## src/rtl/riscv_pkg.sv

```systemverilog
// Shared RV32I decode definitions: ALU op codes, major opcodes, immediate formats
// and the issue-stage entry layout.
package riscv_pkg;

  localparam int unsigned Xlen = 32;

  localparam logic [3:0] AluAnd  = 4'b0000;
  localparam logic [3:0] AluOr   = 4'b0001;
  localparam logic [3:0] AluAdd  = 4'b0010;
  localparam logic [3:0] AluXor  = 4'b0011;
  localparam logic [3:0] AluSll  = 4'b0100;
  localparam logic [3:0] AluSrl  = 4'b0101;
  localparam logic [3:0] AluSub  = 4'b0110;
  localparam logic [3:0] AluSltu = 4'b0111;
  localparam logic [3:0] AluSlt  = 4'b1000;
  localparam logic [3:0] AluSra  = 4'b1001;

  localparam logic [6:0] OpcOp     = 7'b0110011;
  localparam logic [6:0] OpcOpImm  = 7'b0010011;
  localparam logic [6:0] OpcLoad   = 7'b0000011;
  localparam logic [6:0] OpcStore  = 7'b0100011;
  localparam logic [6:0] OpcBranch = 7'b1100011;
  localparam logic [6:0] OpcLui    = 7'b0110111;
  localparam logic [6:0] OpcAuipc  = 7'b0010111;

  typedef enum logic [1:0] {StEmpty, StOne, StTwo} occ_e;

  typedef struct packed {
    logic [3:0]      alu_op;
    logic [Xlen-1:0] ina;
    logic [Xlen-1:0] inb;
    logic [Xlen-1:0] store_data;
    logic [4:0]      rd;
    logic [2:0]      funct3;
    logic            illegal;
  } issue_t;

  function automatic logic [31:0] imm_i(input logic [31:0] inst);
    return {{20{inst[31]}}, inst[31:20]};
  endfunction

  function automatic logic [31:0] imm_s(input logic [31:0] inst);
    return {{20{inst[31]}}, inst[31:25], inst[11:7]};
  endfunction

  function automatic logic [31:0] imm_b(input logic [31:0] inst);
    return {{19{inst[31]}}, inst[31], inst[7], inst[30:25], inst[11:8], 1'b0};
  endfunction

  function automatic logic [31:0] imm_u(input logic [31:0] inst);
    return {inst[31:12], 12'b0};
  endfunction

  // Base funct3 mapping shared by OP and OP-IMM (funct7 variants handled by caller).
  function automatic logic [3:0] f3_alu_op(input logic [2:0] f3);
    logic [3:0] op;
    case (f3)
      3'b000:  op = AluAdd;
      3'b001:  op = AluSll;
      3'b010:  op = AluSlt;
      3'b011:  op = AluSltu;
      3'b100:  op = AluXor;
      3'b101:  op = AluSrl;
      3'b110:  op = AluOr;
      default: op = AluAnd;
    endcase
    return op;
  endfunction

endpackage

```

## src/rtl/alu_decode.sv

```systemverilog
// Combinational decode of an instruction into ALU op code and operands.
// Undecodable instructions produce op AND with zero operands and illegal set.
module alu_decode
  import riscv_pkg::*;
#(
  parameter int unsigned XLEN = Xlen
) (
  input  logic [31:0]     inst,
  input  logic [XLEN-1:0] pc,
  input  logic [XLEN-1:0] rs1,
  input  logic [XLEN-1:0] rs2,
  output logic [3:0]      alu_op,
  output logic [XLEN-1:0] ina,
  output logic [XLEN-1:0] inb,
  output logic            illegal
);

  logic [6:0] opcode;
  logic [2:0] f3;
  logic [6:0] f7;

  assign opcode = inst[6:0];
  assign f3     = inst[14:12];
  assign f7     = inst[31:25];

  always_comb begin
    alu_op  = AluAdd;
    ina     = rs1;
    inb     = rs2;
    illegal = 1'b0;
    case (opcode)
      OpcOp: begin
        if (f7 == 7'h00)                      alu_op = f3_alu_op(f3);
        else if (f7 == 7'h20 && f3 == 3'b000) alu_op = AluSub;
        else if (f7 == 7'h20 && f3 == 3'b101) alu_op = AluSra;
        else                                  illegal = 1'b1;
      end
      OpcOpImm: begin
        alu_op = f3_alu_op(f3);
        inb    = XLEN'(imm_i(inst));
        if (f3 == 3'b001 && f7 != 7'h00) illegal = 1'b1;
        if (f3 == 3'b101) begin
          if (f7 == 7'h20)      alu_op  = AluSra;
          else if (f7 != 7'h00) illegal = 1'b1;
        end
      end
      OpcLoad:  inb = XLEN'(imm_i(inst));
      OpcStore: inb = XLEN'(imm_s(inst));
      OpcBranch: begin
        case (f3)
          3'b000, 3'b001: alu_op = AluSub;
          3'b100, 3'b101: alu_op = AluSlt;
          3'b110, 3'b111: alu_op = AluSltu;
          default:        illegal = 1'b1;
        endcase
      end
      OpcLui: begin
        ina = '0;
        inb = XLEN'(imm_u(inst));
      end
      OpcAuipc: begin
        ina = pc;
        inb = XLEN'(imm_u(inst));
      end
      default: illegal = 1'b1;
    endcase
    if (illegal) begin
      alu_op = AluAnd;
      ina    = '0;
      inb    = '0;
    end
  end

endmodule

```

## src/rtl/alu_issue.sv

```systemverilog
// Issue stage: decodes the incoming instruction and holds results in a two-entry
// skid buffer (main drives the outputs, skid absorbs one entry while stalled).
module alu_issue
  import riscv_pkg::*;
#(
  parameter int unsigned XLEN = Xlen
) (
  input  logic            clk,
  input  logic            rst_n,
  input  logic            flush,
  input  logic            in_valid,
  output logic            in_ready,
  input  logic [31:0]     in_inst,
  input  logic [XLEN-1:0] in_pc,
  input  logic [XLEN-1:0] in_rs1,
  input  logic [XLEN-1:0] in_rs2,
  output logic            out_valid,
  input  logic            out_ready,
  output logic [3:0]      out_alu_op,
  output logic [XLEN-1:0] out_ina,
  output logic [XLEN-1:0] out_inb,
  output logic [XLEN-1:0] out_store_data,
  output logic [4:0]      out_rd,
  output logic [2:0]      out_funct3,
  output logic            out_illegal
);

  occ_e   state_q, state_d;
  issue_t main_q, main_d, skid_q, skid_d, dec;
  logic   accept, drain;

  assign accept = in_valid && in_ready;
  assign drain  = out_valid && out_ready;

  alu_decode #(
    .XLEN(XLEN)
  ) u_decode (
    .inst    (in_inst),
    .pc      (in_pc),
    .rs1     (in_rs1),
    .rs2     (in_rs2),
    .alu_op  (dec.alu_op),
    .ina     (dec.ina),
    .inb     (dec.inb),
    .illegal (dec.illegal)
  );

  assign dec.store_data = in_rs2;
  assign dec.rd         = in_inst[11:7];
  assign dec.funct3     = in_inst[14:12];

  always_ff @(posedge clk) begin
    if (!rst_n) state_q <= StEmpty;
    else        state_q <= state_d;
  end

  always_comb begin
    state_d = state_q;
    if (flush) begin
      state_d = StEmpty;
    end else begin
      case (state_q)
        StEmpty: if (accept) state_d = StOne;
        StOne: begin
          if (accept && !drain)      state_d = StTwo;
          else if (!accept && drain) state_d = StEmpty;
        end
        StTwo:   if (drain) state_d = StOne;
        default: state_d = StEmpty;
      endcase
    end
  end

  // Both handshake outputs decode the state register only, so out_ready never
  // reaches in_ready combinationally.
  always_comb begin
    out_valid = (state_q != StEmpty);
    in_ready  = (state_q != StTwo);
  end

  always_comb begin
    main_d = main_q;
    skid_d = skid_q;
    case (state_q)
      StEmpty: if (accept) main_d = dec;
      StOne: begin
        if (accept && drain) main_d = dec;
        else if (accept)     skid_d = dec;
      end
      StTwo:   if (drain) main_d = skid_q;
      default: ;
    endcase
  end

  always_ff @(posedge clk) begin
    if (!rst_n) begin
      main_q <= '0;
      skid_q <= '0;
    end else if (!flush) begin
      main_q <= main_d;
      skid_q <= skid_d;
    end
  end

  assign out_alu_op     = main_q.alu_op;
  assign out_ina        = main_q.ina;
  assign out_inb        = main_q.inb;
  assign out_store_data = main_q.store_data;
  assign out_rd         = main_q.rd;
  assign out_funct3     = main_q.funct3;
  assign out_illegal    = main_q.illegal;

endmodule

```

## config.mk

```make
export PLATFORM = sky130hd
export DESIGN_NAME = alu_issue
export DESIGN_NICKNAME = d
export VERILOG_FILES = /design/src/rtl/riscv_pkg.sv /design/src/rtl/alu_decode.sv /design/src/rtl/alu_issue.sv
export SDC_FILE = /design/constraint.sdc
export NUM_CORES = 1
export LEC_CHECK = 0
export CAP_MARGIN = 10
export CORE_MARGIN = 4
export CORE_UTILIZATION = 55
export CTS_CLUSTER_SIZE = 24
export DETAILED_ROUTE_END_ITERATION = 8
export PLACE_DENSITY = 0.94
export SLEW_MARGIN = 20
export SYNTH_ARGS = -nofsm -noshare
export SYNTH_HDL_FRONTEND = slang
export SYNTH_HIERARCHICAL = 1
export SYNTH_SLANG_ARGS = --single-unit
```

## constraint.sdc

```tcl
create_clock -name clk -period 6.65 [get_ports clk]
set_input_delay 1.995 -clock clk [delete_from_list [all_inputs] [get_ports clk]]
set_output_delay 1.995 -clock clk [all_outputs]
set_load 0.005 [all_outputs]
```

==> impl_metrics.yaml <==
run_status:
  run_status: "completed"
worst_setup_path:
  startpoint_type: "input port"
  rr_worst_depth: 8
  critPathArrivalTime_ps: 4750
  crit_slowest_cell: "and4_1"
  r2r_slack_ps: 3810
  rr_startpoint: "state_q[0]$_SDFFE_PP0P_"
  critPathMaxStageDelay_ps: 790
  worst-endpoint-required_ps: 7030
  r2r-end: "state_q[1]$_SDFFE_PP0P_"
  worstPathMaxFanout: 26
  cp_cell_sequence: "clkdlybuf4s50_1, nor2b_1, and4_1, nor2_4, a221oi_1, nor2_1, mux2_2, nand2_1, o21ai_0"
  crit_path_end_kind: "flip-flop"
  crit_type: "input port to flip-flop"
sta:
  fin_crit_sh: 0.657
  worst_pin_slew_ps: 1050
  fin_ws_ps: 2280
  setup-violations-final: 0
  setup_tns_ps: 0
  finalHoldViolations: 0
  maxSlewViolCount: 0
  rsz0062_at_grt: "false"
  timing.fmax_mhz: 229
  fin_crit_ps: 4370
  clock_skew_ps: 8.01
  relSlewSlack: 0.300
cts:
  numCtsBuffers: 23
  post_cts_resized: 0
  post_cts_buffers: 0
  ctsHoldBuffers: 0
  cts.htree.levels: 1
  cts-root-buf: "clkbuf_16"
  insertion_delay_ps: 510
  clockBufferDepth: 3
  clk_pin_slew_ps: 70
  cts_tree: "yes"
  cts_sinks: 220
power_and_ir_drop:
  power.density_nw_per_um2: 207
  power_w: 0.00295
  peakVddDrop_uv: 176
  p_leak_nw: 4.78
die:
  boundaryPins: 244
  die_h_um: 151
  fp.dieArea_um2: 22800
  core-area_um2: 20200
  die_x_um: 151
  initial_core_util: 0.557
  core.rowCount: 52
routing:
  wire_per_inst_um: 19.0
  antenna_left: 0
  dr_total_vias: 10850
  dr.first_iter.drc_count: 1142
  drt_pass1_iterations: 6
  drc: 0
  wl_mm: 34.5
  viasPerCell: 5.98
synthesis:
  synth-edff-count: 0
  synth_top_family_by_area: "compound AO/OA/AOI/OAI gates"
  synth_ff_type: "dfxtp_1"
  ys_seq_area_frac: 0.392
  ys_seq_elements: 220
  yosys.area.top_type: "dfxtp_1"
  syn_inst: 1385
  synthXorXnorAreaFrac: 0.00156
  synthMuxAreaShare: 0.110
  yosysMostFrequentCell: "nand2_1"
  syn_nets: 1522
  synth_area_leaders: "dfxtp_1 (39%), nand2_1 (11%), mux2_2 (11%)"
  synth_top_area_frac: 0.392
  postSynthAreaPerCell_um2: 8.11
  synth_commonest_cells: "nand2_1 (344), dfxtp_1 (220), mux2_2 (109), o211ai_1 (109), a21boi_0 (100)"
  synth_adder_area_share: 0.00446
  netlist_area_um2: 11200
  ys_types: 53
  synth_compound_area_frac: 0.245
  yosysWarnings: 6
  async_flop_share: 0
  synthSimpleGateAreaFrac: 0.185
layout:
  num_antenna_cells: 0
  syn_to_final_growth_pct: 26.8
  drive_gt1_frac: 0.112
  finish.utilization: 0.706
  fillers: 1490
  ff_latch_area_um2: 4400
  multiInputGateArea_um2: 6180
  nets: 1665
global_routing:
  grt_first_pass_wirelength_mm: 54.2
  use_met3: 0.0781
  track_usage: 0.291
  grtUsageMet2: 0.481
  antenna_found_initial: 4
  top_usage_layer: "met2"
  grt_overflow: 0
  grt_pass1_vias: 10431
  grtUsageMet1: 0.361
  grt_max_degree: 157
hold_path:
  hold_path_depth: 2
  holdCritStartpoint: "skid_q[105]$_SDFFE_PN0P_"
  holdPathEnd: "skid_q[105]$_SDFFE_PN0P_"
  hp-class: "flip-flop to flip-flop"
placed_design:
  dp_slack_ps: 1680
  routabilityCongestion: 0.830
  dp_hpwl_mm: 22.2
  io_buffers: 243
run:
  drv_cap: 0
logic make-up (layout without fill, tap and decap cells):
family,count (synthesis),count (layout)
compound gates,417,417
xor+xnor,2,2
fa+ha+maj,4,4
buf+inv,144,304
flops,220,220
mux,110,110
simple gates,488,488
critical path, delay by kind of cell:
family / cells / cell delay, ps
AOI/OAI and AO/OA: 2 / 420
buffers and inverters: 1 / 580
muxes: 1 / 280
and+or+nand+nor: 5 / 1460
where the power goes:
part | switching (W) | internal (W) | leakage (nW) | total (W)
Clock | 0.000533 | 0.000748 | 0.366 | 0.00128
Combinational | 0.000166 | 0.000156 | 2.64 | 0.000322
Sequential | 0.0000109 | 0.00134 | 1.78 | 0.00135
Total | 0.000710 | 0.00224 | 4.78 | 0.00295
metal layers:
metal / part of all wire / vias to the layer above
met5: 0.0014 / -
met1: 0.39 / 5068
met3: 0.10 / 103
met4: 0.040 / 8
li1: - / 5118
met2: 0.46 / 553
flip-flops by register name, summed over array words and instances (netlist names):
signal          cells
out_alu_op          4
out_funct3          3
out_illegal         1
out_ina            32
out_inb            32
out_rd              5
out_store_data     32
skid_q            109
state_q             2
worst max-delay path by stage:
stage | start | depth (start not counted) | slack, ps | to
detailed placement | in_inst[4] | 9 | 1680 | out_inb[30]$_SDFFE_PN0P_
global route | in_inst[5] | 10 | 2080 | out_ina[30]$_SDFFE_PN0P_
finish | in_inst[4] | 9 | 2280 | out_inb[16]$_SDFFE_PN0P_
CTS | in_inst[4] | 9 | 2220 | out_inb[30]$_SDFFE_PN0P_
global placement | in_inst[4] | 9 | 1780 | out_inb[29]$_SDFFE_PN0P_
floorplan | in_inst[25] | 10 | 2620 | out_ina[10]$_SDFFE_PN0P_
cells in the final DEF (no fill, tap or decap), drive strengths merged, types with 2 or more instances in the layout:
cell,instances
nand2b,4
dfxtp,220
a21boi,110
a221oi,19
nand3,8
buf,16
clkbuf,37
inv,6
o21ai,113
nor3b,33
clkdlybuf4s50,240
and3,2
clkinv,3
mux2,109
nor3,3
o211ai,109
a32oi,3
or3,2
nor2b,10
a21oi,53
nor2,69
nand2,344
a31oi,2
or2,2
nand4,2
ha,4
and2,2
o2111ai,2
cell type report:
cell class / count / area share
flip-flops and latches: 220 / 0.309
multi-input cells: 1021 / 0.434
inverters: 5 / 0.00149
clock inverters: 6 / 0.00457
clock buffers: 36 / 0.0480
well taps: 270 / 0.0237
repair buffers: 257 / 0.179
metrics by stage:
step | hold WS, ps | cells | instance area, µm²
6_report | 453 | 1815 | 14200
5_1_grt | 482 | 1815 | 14200
4_1_cts | 454 | 1815 | 14200
3_5_place_dp | 445 | 1773 | 13500
3_3_place_gp | 438 | 1772 | 13500
2_1_floorplan | 433 | 1385 | 11200
Note: power is estimated with default switching activity, not from simulation.
